[src/rtl/queue_drain_if.sv]
// FIFO read port plus the valid/ready output stream of the drain engine.
// The master side is the drain engine; the slave side is the FIFO and the downstream sink.
interface queue_drain_if #(
    parameter int unsigned DATA_SIZE    = 32,
    parameter int unsigned QUEUE_LENGTH = 4
);
    localparam int unsigned CNT_W = $clog2(QUEUE_LENGTH) + 1;

    logic [DATA_SIZE-1:0] q_valueOut;
    logic                 q_empty;
    logic [CNT_W-1:0]     q_counter;
    logic                 q_consumed;

    logic                 m_valid;
    logic                 m_ready;
    logic [DATA_SIZE-1:0] m_data;
    logic                 m_last;

    modport master (
        input  q_valueOut,
        input  q_empty,
        input  q_counter,
        output q_consumed,
        output m_valid,
        input  m_ready,
        output m_data,
        output m_last
    );

    modport slave (
        output q_valueOut,
        output q_empty,
        output q_counter,
        input  q_consumed,
        input  m_valid,
        output m_ready,
        input  m_data,
        input  m_last
    );
endinterface

[src/rtl/queue_drain.sv]
// Burst drain engine for the capture FIFO: pops entries once occupancy reaches a threshold
// (or while flush is held) and forwards them on a valid/ready stream, hiding BRAM read latency.
module queue_drain #(
    parameter int unsigned DATA_SIZE     = 32,
    parameter int unsigned QUEUE_LENGTH  = 4,
    parameter int unsigned REGISTER_SIZE = 32,
    parameter int unsigned READ_LATENCY  = 2,
    parameter int unsigned MAX_BURST     = 16
) (
    input  logic                     clock,
    input  logic                     reset,
    input  logic [REGISTER_SIZE-1:0] higher_threshold,
    input  logic                     flush,
    queue_drain_if.master            bus,
    output logic                     busy,
    output logic [REGISTER_SIZE-1:0] beats_sent,
    output logic [REGISTER_SIZE-1:0] bursts_done
);
    localparam int unsigned REM_MAX = (MAX_BURST > QUEUE_LENGTH) ? MAX_BURST : QUEUE_LENGTH;
    localparam int unsigned REM_W   = $clog2(REM_MAX) + 1;
    localparam int unsigned SET_W   = (READ_LATENCY > 1) ? $clog2(READ_LATENCY) : 1;

    localparam logic [REM_W-1:0] MaxBurstRem  = REM_W'(MAX_BURST);
    localparam logic [SET_W-1:0] SettleReload = SET_W'(READ_LATENCY - 1);

    typedef enum logic [1:0] {
        StIdle,
        StSettle,
        StSend
    } state_e;

    state_e                   state_q, state_d;
    logic [REM_W-1:0]         remaining_q, remaining_d;
    logic [SET_W-1:0]         settle_q, settle_d;
    logic                     m_valid_q, m_valid_d;
    logic                     m_last_q, m_last_d;
    logic [DATA_SIZE-1:0]     m_data_q, m_data_d;
    logic [REGISTER_SIZE-1:0] beats_q, beats_d;
    logic [REGISTER_SIZE-1:0] bursts_q, bursts_d;

    logic [REGISTER_SIZE-1:0] thr_eff;
    logic [REGISTER_SIZE-1:0] occupancy;
    logic [REM_W-1:0]         count_rem;
    logic [REM_W-1:0]         burst_len;
    logic                     trigger;
    logic                     handshake;

    always_comb begin
        thr_eff   = (higher_threshold == '0) ? REGISTER_SIZE'(1) : higher_threshold;
        occupancy = REGISTER_SIZE'(bus.q_counter);
        count_rem = REM_W'(bus.q_counter);
        burst_len = (count_rem >= MaxBurstRem) ? MaxBurstRem : count_rem;
        trigger   = !bus.q_empty && (flush || (occupancy >= thr_eff));
        handshake = (state_q == StSend) && m_valid_q && bus.m_ready;
    end

    // Gated on !q_empty so an externally reset FIFO can never see a pop.
    assign bus.q_consumed = handshake && !bus.q_empty;
    assign bus.m_valid    = m_valid_q;
    assign bus.m_data     = m_data_q;
    assign bus.m_last     = m_last_q;
    assign busy           = (state_q != StIdle);
    assign beats_sent     = beats_q;
    assign bursts_done    = bursts_q;

    always_comb begin
        state_d     = state_q;
        remaining_d = remaining_q;
        settle_d    = settle_q;
        m_valid_d   = m_valid_q;
        m_last_d    = m_last_q;
        m_data_d    = m_data_q;
        beats_d     = beats_q;
        bursts_d    = bursts_q;

        unique case (state_q)
            StIdle: begin
                // Head data is already stable while idle, so the first settle is free.
                if (trigger) begin
                    remaining_d = burst_len;
                    settle_d    = '0;
                    state_d     = StSettle;
                end
            end
            StSettle: begin
                if (bus.q_empty) begin
                    m_valid_d = 1'b0;
                    m_last_d  = 1'b0;
                    state_d   = StIdle;
                end else if (settle_q == '0) begin
                    m_data_d  = bus.q_valueOut;
                    m_valid_d = 1'b1;
                    m_last_d  = (remaining_q == REM_W'(1));
                    state_d   = StSend;
                end else begin
                    settle_d = settle_q - SET_W'(1);
                end
            end
            StSend: begin
                if (handshake) begin
                    m_valid_d   = 1'b0;
                    beats_d     = beats_q + REGISTER_SIZE'(1);
                    remaining_d = remaining_q - REM_W'(1);
                    if (remaining_q == REM_W'(1)) begin
                        bursts_d = bursts_q + REGISTER_SIZE'(1);
                        m_last_d = 1'b0;
                        state_d  = StIdle;
                    end else begin
                        settle_d = SettleReload;
                        state_d  = StSettle;
                    end
                end
            end
            default: state_d = StIdle;
        endcase
    end

    always_ff @(posedge clock or negedge reset) begin
        if (!reset) begin
            state_q     <= StIdle;
            remaining_q <= '0;
            settle_q    <= '0;
            m_valid_q   <= 1'b0;
            m_last_q    <= 1'b0;
            m_data_q    <= '0;
            beats_q     <= '0;
            bursts_q    <= '0;
        end else begin
            state_q     <= state_d;
            remaining_q <= remaining_d;
            settle_q    <= settle_d;
            m_valid_q   <= m_valid_d;
            m_last_q    <= m_last_d;
            m_data_q    <= m_data_d;
            beats_q     <= beats_d;
            bursts_q    <= bursts_d;
        end
    end
endmodule

[src/flat_wrapper.sv]
// flat-port wrapper written by rule: the top's interface ports become plain ports
module queue_drain_flat 
#(
    parameter int unsigned DATA_SIZE     = 32,
    parameter int unsigned QUEUE_LENGTH  = 4,
    parameter int unsigned REGISTER_SIZE = 32,
    parameter int unsigned READ_LATENCY  = 2,
    parameter int unsigned MAX_BURST     = 16
)
  (clock, reset, higher_threshold, flush, busy, beats_sent, bursts_done, bus_q_valueOut, bus_q_empty, bus_q_counter, bus_q_consumed, bus_m_valid, bus_m_ready, bus_m_data, bus_m_last);
  queue_drain_if #(.DATA_SIZE(DATA_SIZE), .QUEUE_LENGTH(QUEUE_LENGTH)) bus_i ();
  input  logic clock;
  input  logic reset;
  input  logic [REGISTER_SIZE-1:0] higher_threshold;
  input  logic flush;
  output logic busy;
  output logic [REGISTER_SIZE-1:0] beats_sent;
  output logic [REGISTER_SIZE-1:0] bursts_done;
  input wire logic [$bits(bus_i.q_valueOut)-1:0] bus_q_valueOut;
  input wire logic [$bits(bus_i.q_empty)-1:0] bus_q_empty;
  input wire logic [$bits(bus_i.q_counter)-1:0] bus_q_counter;
  output wire logic [$bits(bus_i.q_consumed)-1:0] bus_q_consumed;
  output wire logic [$bits(bus_i.m_valid)-1:0] bus_m_valid;
  input wire logic [$bits(bus_i.m_ready)-1:0] bus_m_ready;
  output wire logic [$bits(bus_i.m_data)-1:0] bus_m_data;
  output wire logic [$bits(bus_i.m_last)-1:0] bus_m_last;
  assign bus_i.q_valueOut = bus_q_valueOut;
  assign bus_i.q_empty = bus_q_empty;
  assign bus_i.q_counter = bus_q_counter;
  assign bus_q_consumed = bus_i.q_consumed;
  assign bus_m_valid = bus_i.m_valid;
  assign bus_i.m_ready = bus_m_ready;
  assign bus_m_data = bus_i.m_data;
  assign bus_m_last = bus_i.m_last;
  queue_drain #(.DATA_SIZE(DATA_SIZE), .QUEUE_LENGTH(QUEUE_LENGTH), .REGISTER_SIZE(REGISTER_SIZE), .READ_LATENCY(READ_LATENCY), .MAX_BURST(MAX_BURST)) u_core (.clock(clock), .reset(reset), .higher_threshold(higher_threshold), .flush(flush), .bus(bus_i), .busy(busy), .beats_sent(beats_sent), .bursts_done(bursts_done));
endmodule
[config.mk]
export PLATFORM = sky130hd
export DESIGN_NAME = queue_drain_flat
export DESIGN_NICKNAME = d
export VERILOG_FILES = /design/src/rtl/queue_drain_if.sv /design/src/rtl/queue_drain.sv /design/src/flat_wrapper.sv
export SDC_FILE = /design/constraint.sdc
export NUM_CORES = 1
export LEC_CHECK = 0
export ABC_AREA = 1
export CORE_MARGIN = 10
export CORE_UTILIZATION = 47
export CTS_BUF_LIST = sky130_fd_sc_hd__clkbuf_16
export DETAILED_ROUTE_END_ITERATION = 6
export PLACE_DENSITY = 0.83
export SYNTH_ARGS = -nofsm -noshare
export SYNTH_HDL_FRONTEND = slang
export SYNTH_SLANG_ARGS = --single-unit
[constraint.sdc]
create_clock -name clock -period 2.2 [get_ports clock]
set_input_delay 0.44 -clock clock [delete_from_list [all_inputs] [get_ports clock]]
set_output_delay 0.44 -clock clock [all_outputs]
set_load 0.02 [all_outputs]
==> results of run 1 <==
[logic make-up (layout without fill, tap and decap cells)]
kind of cell               count (synthesis)  in the layout  share of synthesized area, %
buffers and inverters                     74            280                          5.11
and+or+nand+nor                          412            413                          33.3
other                                      0              2                             0
AOI/OAI and AO/OA                         15             15                          1.41
adders and majority gates                 11             11                          2.50
xor gates and xnor gates                  60             60                          9.53
DFF                                      106            106                          48.1
[power groups by stage]
stage	clock (mW)	sequential (mW)	combinational (mW)
after CTS	1.62	2.63	2.49
final	1.59	2.63	2.47
after detailed placement	0	2.65	2.45
after global routing	1.68	2.68	2.75
after global placement	0	2.65	2.40
after floorplan	0	3.03	0.869
[cell usage after synthesis]
library cell / instances / area share [%]
a21oi_1: 2 / 0.18
buf_2: 2 / 0.18
clkbuf_1: 8 / 0.54
clkinv_1: 1 / 0.068
clkinv_2: 1 / 0.091
dfrtp_1: 106 / 48
ha_1: 11 / 2.5
inv_1: 61 / 4.2
inv_2: 1 / 0.068
nand2_1: 249 / 17
nand2_2: 6 / 0.68
nand3_1: 20 / 1.8
nand3_2: 2 / 0.36
nand3_4: 1 / 0.32
nand3b_1: 1 / 0.14
nand4_1: 24 / 2.7
nand4_2: 1 / 0.23
nand4_4: 1 / 0.39
nor2_1: 71 / 4.8
nor2_2: 4 / 0.45
nor2_4: 5 / 1.0
nor2_8: 1 / 0.36
nor2b_1: 1 / 0.11
nor3_1: 14 / 1.3
nor3_2: 5 / 0.91
nor3b_1: 3 / 0.41
nor4_1: 2 / 0.23
o21ai_0: 11 / 1.0
o21ai_1: 1 / 0.091
o21bai_1: 1 / 0.14
or2_2: 1 / 0.11
xnor2_1: 21 / 3.3
xor2_1: 39 / 6.2
[worst max path at each step]
stage                                   start                    end  cells past startpoint
final                     higher_threshold[4]  u_core.remaining_q[3]                     17
after global routing      higher_threshold[4]  u_core.remaining_q[3]                     17
after CTS                 higher_threshold[1]      u_core.state_q[0]                     18
after floorplan           higher_threshold[2]      u_core.state_q[1]                     18
after global placement    higher_threshold[7]  u_core.remaining_q[1]                     18
after detailed placement  higher_threshold[1]  u_core.remaining_q[0]                     18
[cell type report]
| class | count | area share, % |
|---|---|---|
| inverters | 64 | 3.06 |
| clock buffers | 9 | 2.81 |
| multi-input cells | 499 | 32.8 |
| repair buffers | 201 | 25.2 |
| flip-flops and latches | 106 | 33.1 |
| clock inverters | 6 | 0.749 |
| diodes | 2 | 0.0624 |
| well taps | 143 | 2.23 |
[placed cells by master (no fill, tap or decap), types with 2 or more instances in the layout]
cell and n:
a21oi_1 2, buf_4 30, clkbuf_16 9, clkdlybuf4s50_1 136, clkinv_2 3, clkinvlp_4 2, dfrtp_1 106, diode_2 2
dlymetal6s2s_1 32, ha_1 10, inv_1 58, inv_2 4, nand2_1 246, nand2_2 9, nand3_1 18, nand3_2 3
nand3_4 2, nand4_1 24, nor2_1 69, nor2_2 6, nor2_4 5, nor3_1 14, nor3_2 5, nor3b_1 3
o21ai_0 10, o21ai_1 2, xnor2_1 21, xor2_1 39
[what timing repair did]
item	in CTS	in global routing
pin swaps	0	37
gates resized for setup	7	44
setup endpoints to repair	10	13
gates cloned	0	1
setup buffers	0	0
[critical path: stages]
cell and delay (ns):
dlymetal6s2s_1 0.12, nor2_1 0.12, nand2_1 0.10, nor4_2 0.25
nand2_1 0.12, o21bai_1 0.17, ha_1 0.25, o21ai_1 0.14
nand2_1 0.07, nand2_1 0.06, nand2_1 0.05, nand2_1 0.05
nand2_1 0.06, nand2_2 0.09, nand2_4 0.09, nand4_1 0.12
nand2_1 0.07
[routing by layer]
layer	vias to the layer above	GRT usage, %	wire, um
li1	2521	-	-
met1	2350	22.6	6410
met2	176	30.3	7440
met3	22	6.37	1300
met4	0	7.42	294
met5	-	0	0
[through the flow]
step           area [sq um]  power, mW  util, %  TNS, ns  hold slack, ns
2_1_floorplan          5510       3.89        -        0           0.144
6_report               8020       6.69     69.9        0          0.0790
5_1_grt                8020       7.12     69.9   -0.502           0.119
3_5_place_dp           7600       5.10     66.3    -4.35           0.458
4_1_cts                7900       6.74     68.9  -0.0119          0.0893
3_3_place_gp           7600       5.04     66.3    -3.48           0.453
[state kept, by name, indices dropped and copies added, names as in the netlist]
name                count
u_core.beats_sent      32
u_core.bursts_done     32
u_core.bus.m_data      32
u_core.bus.m_last       1
u_core.bus.m_valid      1
u_core.remaining_q      5
u_core.settle_q         1
u_core.state_q          2
==> results.md, run 1 <==
- # setup viols final: 0
- Initial core utilization: 48.1%
- Reg2Reg Setup Slack: 0.20 ns
- Layout net count: 964
- Hold_buf cts: 0
- Layout Cells excl Fill: 1030
- Sequential fraction of design power: 39.3%
- Synthesized flop and latch total: 106
- Clock transition at path regs: 0.07 ns
- Sink Count: 106
- Vias per std cell: 4.92
- Clk_lat worst skew: 0.35 ns
- Mapped Area: 5510 sq um
- Final Hold Viols: 0
- WP data required: 2.44 ns
- Worst setup SP type: primary input
- Pleak: 4.12 nW
- Detailed-route via count: 5069
- Syn_nets: 761
- First-pass GRT wire length: 25.3 mm
- Register area: 2650 sq um
- Number of routed nets with antenna violations: 0
- Clk network pwr share: 23.7%
- GRT overflow: 0
- Layout fillers: 877
- Initial antenna violation count: 2
- Internal power: 4.29 mW
- Status: finished, final reports clean
- Total die area: 16500 sq um
- Post-detail-place hpwl: 12.0 mm
- Placed Cells: 1012
- # IOs: 172
- Crit path DAT: 2.36 ns
- Critical Path End Type: register
- I/O Buffers: 171
- Period minus WS final: 2.12 ns
- Core area: 11500 sq um
- Residual DRC: 0
- Die X: 128 um
- Num rows: 39
- Htree depth: 3
- Post-synthesis sequential area ratio: 48.1%
- Layout cells sized above 1: 10.1%
- Wirelength, routed: 15.4 mm
- Crit-path max FO: 6
- Post-DR wirelength/cell: 15.0 um
- Period utilization: 96.3%
- Root Buffer: clkbuf_16
- Max-slew violations: 0
- Worst Setup Path Type: primary input to register
- Combinational power share: 37.0%
- Worst r2r path cells: 10
- Vias in the first global route: 5191
- Syn Inst Count: 678
- Final WS setup: 0.0816 ns
- Total power density per cell area: 834 nW/um^2
- CTS Buffer Depth: 2
- CTS tree: yes
- Footprint of the multi-input gates: 2630 sq um
- Count of cell types in the netlist: 33
- Max Cap Viol: 0
- TritonCTS buffer count: 9
- Yosys warnings: 0
- Skew final: 0.00619 ns
- Worst vdd ir: 0.697 mV
- Placement Setup Slack: -0.579 ns
- Reg2reg start: u_core.state_q[0]
- NetSw: 2.40 mW
- Initial DRC count: 380
- Reg2reg end: u_core.bursts_done[25]
- Slew @ Worst Pin: 0.564 ns
- Die H: 128 um
- Syn-to-layout area delta: 45.4%
- Largest net degree at the start of global routing: 42
- Slew headroom: 62.4%
- HP Class: primary input to asynchronous set/reset pin
- Highest clock rate: 472 MHz
- Average size of a mapped cell: 8.13 sq um
- GPL Wtd Cong: 0.918
- Sw Share: 35.9%
- DRT Pass-1 Iters: 5
- Tot GR Track Use: 18.8%
No activity file was read; power rests on OpenSTA's default activity.
==> run 2, diff against run 1 <==
--- a/config.mk
+++ b/config.mk
@@ -9,8 +9,11 @@
 export CORE_MARGIN = 10
 export CORE_UTILIZATION = 47
 export CTS_BUF_LIST = sky130_fd_sc_hd__clkbuf_16
+export CTS_CLUSTER_DIAMETER = 100
 export DETAILED_ROUTE_END_ITERATION = 6
+export HOLD_SLACK_MARGIN = 0.06
 export PLACE_DENSITY = 0.83
+export SETUP_SLACK_MARGIN = 0.5
 export SYNTH_ARGS = -nofsm -noshare
 export SYNTH_HDL_FRONTEND = slang
 export SYNTH_SLANG_ARGS = --single-unit
==> run 2 against run 1 <==
Setup slack gained 0.18 ns; critical endpoint is now u_core.state_q[0]; wire length rose by 5.5%; die area is the same; core utilization up 4.2 points; cell count increased by 3.1%; first-iteration DRC count shrank 24%; critical path depth up 2; global-route usage down 0.17 points; sequential cell count unchanged; worst hold slack worse by 0.0074 ns.
==> results.md, run 2 (same netlist as run 1, synthesis figures left out) <==
- Sw Share: 36.9%
- Area after DPL: 7630 sq um
- Sequential fraction of design power: 38.5%
- Period utilization: 88.1%
- Clock transition at path regs: 0.07 ns
- Initial DRC count: 289
- CTS Buffer Depth: 2
- Critical Path End Type: register
- Pleak: 4.57 nW
- Layout fillers: 890
- DRT Pass-1 Iters: 4
- Internal power: 4.25 mW
- Clk network pwr share: 23.4%
- Footprint of the multi-input gates: 2900 sq um
- Register area: 2660 sq um
- Largest net degree at the start of global routing: 42
- Skew final: 0.00769 ns
- GPL Wtd Cong: 0.857
- Crit path DAT: 2.23 ns
- Crit-path max FO: 5
- Die X: 128 um
- Placed Cells: 1004
- Highest clock rate: 516 MHz
- Slew headroom: 63.2%
- RSZ-0062 raised after global routing: true
- Num rows: 39
- GRT overflow: 0
- Tot Pwr: 6.74 mW
- HP Class: primary input to asynchronous set/reset pin
- Uppermost layer routed: met4
- Layout Cells excl Fill: 1062
- Root Buffer: clkbuf_16
- Max-slew violations: 0
- # setup viols final: 0
- NetSw: 2.49 mW
- Worst setup SP type: primary input
- WL met1: 6.48 mm
- Total die area: 16500 sq um
- Final Hold Viols: 0
- Syn-to-layout area delta: 54.2%
- Wirelength, routed: 16.3 mm
- Layout cells sized above 1: 19.9%
- Combinational power share: 38.1%
- Most common cell after layout, fill and taps aside: nand2_1
- # diodes: 0
- Die H: 128 um
- Post-detail-place hpwl: 11.8 mm
- Status: finished, final reports clean
- Clk_lat worst skew: 0.35 ns
- Htree depth: 3
- Total power density per cell area: 793 nW/um^2
- Vias in the first global route: 5215
- CP peak stage delay: 0.25 ns
- # IOs: 172
- Detailed-route via count: 5230
- TritonCTS buffer count: 9
- Final Cell Area: 8500 sq um
- Vias per std cell: 4.92
- CTS tree: yes
- Max Cap Viol: 0
- Worst vdd ir: 0.818 mV
- Worst Setup Path Type: primary input to register
- Residual DRC: 0
- Layout net count: 998
- Slew @ Worst Pin: 0.552 ns
- CP max stage cell: ha_1
- Post-DR wirelength/cell: 15.3 um
- Core area: 11500 sq um
- WP data required: 2.49 ns
- Critical path's most frequent cell: nand2_1
- Initial core utilization: 48.1%
- Tot GR Track Use: 18.6%
- Number of routed nets with antenna violations: 0
- First-pass GRT wire length: 25.3 mm
- I/O Buffers: 171
- Total Neg Setup Slack: 0 ns
- Initial antenna violation count: 0
- DR WL met2: 8.43 mm
- Sink Count: 106
- Most frequent cells in the layout: 234 x nand2_1, 107 x dlygate4sd2_1, 101 x dfrtp_1
- Worst-path cell chain: dlygate4sd2_1 -> nor2_1 -> nand2_1 -> nor2_1 -> nand2_1 -> o21bai_1 -> ha_1 -> o21ai_1 -> nand2_1 -> nand2_1 -> nand2_1 -> nand2_1 -> nand2_1 -> nand2_1 -> nand2_2 -> buf_6 -> nand3_2 -> nand2_1 -> nand2_1
- DR WL met3: 1.09 mm
- Period minus WS final: 1.94 ns
## run 2: cell types whose count changed in the layout (fill, tap and decap cells not counted), sizes merged, moves of 2 or more
cell	previous run	this run
clkdlybuf4s15	0	11
dlygate4sd2	1	107
diode	2	0
clkdlybuf4s50	136	38
clkbuf	10	16
buf	31	73
dlymetal6s2s	32	0
## run 2: worst paths after layout
kind | from | to | slack, ns | depth (start not counted)
max | higher_threshold[31] | u_core.state_q[0] | 0.26 | 19
min | reset | u_core.beats_sent[26] | 0.07 | 1
max reg2reg | u_core.remaining_q[1] | u_core.bursts_done[29] | 0.33 | 14
min reg2reg | u_core.beats_sent[31] | u_core.beats_sent[31] | 0.46 | 1
max in group asynchronous | reset | u_core.bus.m_data[29] | 1.49 | 2
min in group clock | u_core.beats_sent[31] | u_core.beats_sent[31] | 0.46 | 1
## run 2: layer usage
metal / track usage, % / vias to the layer above
met2: 32.1 / 132
met4: 6.03 / 0
met5: 0 / -
li1: - / 2586
met3: 5.54 / 22
met1: 21.6 / 2490
## run 2: worst max-delay path, delay by kind of cell
kind            cells  cell delay [ns]
compound gates      2             0.25
fa+ha+maj           1             0.25
buf+inv             2             0.37
simple gates       14             0.95
## run 2: per-stage QoR
stage | hold slack (ns) | utilization, % | worst slack (ns)
after CTS | 0.0792 | 70.9 | 0.261
after detailed placement | 0.457 | 66.6 | -0.569
after floorplan | 0.144 | - | 0.199
after global placement | 0.452 | 66.6 | -0.510
after global routing | 0.112 | 74.1 | 0.101
final | 0.0716 | 74.1 | 0.262
## run 2: power by group through the flow
stage | clock, mW | sequential (mW) | combinational (mW)
after CTS | 1.61 | 2.60 | 2.44
after global placement | 0 | 2.63 | 2.45
after detailed placement | 0 | 2.64 | 2.51
after floorplan | 0 | 3.03 | 0.896
after global routing | 1.67 | 2.64 | 2.83
final | 1.58 | 2.59 | 2.57
## run 2: layout make-up
cell class | instances | share of cell area, %
Timing Repair Buffer | 236 | 25.8
Clock buffer | 9 | 2.65
Clock inverter | 6 | 0.692
Inverter | 64 | 3.34
Sequential cell | 106 | 31.3
Multi-Input combinational cell | 498 | 34.1
Tap cell | 143 | 2.10
## run 2: timing repair
| item | CTS | global route |
|---|---|---|
| buffers inserted | 23 | 19 |
| endpoints found under the setup margin | 161 | 74 |
| resized for setup | 201 | 94 |
| cloned | 0 | 1 |
| endpoints found under the hold margin | 0 | 0 |
| pin swaps | 52 | 51 |
| hold buffers | 0 | 0 |
==> run 3, diff against run 2 <==
--- a/config.mk
+++ b/config.mk
@@ -11,6 +11,7 @@
 export CTS_BUF_LIST = sky130_fd_sc_hd__clkbuf_16
 export CTS_CLUSTER_DIAMETER = 100
 export DETAILED_ROUTE_END_ITERATION = 6
+export GPL_ROUTABILITY_DRIVEN = 1
 export HOLD_SLACK_MARGIN = 0.06
 export PLACE_DENSITY = 0.83
 export SETUP_SLACK_MARGIN = 0.5
==> results of run 3 <==
Same layout as run 2: the final DEF is identical, and so are final timing and power.
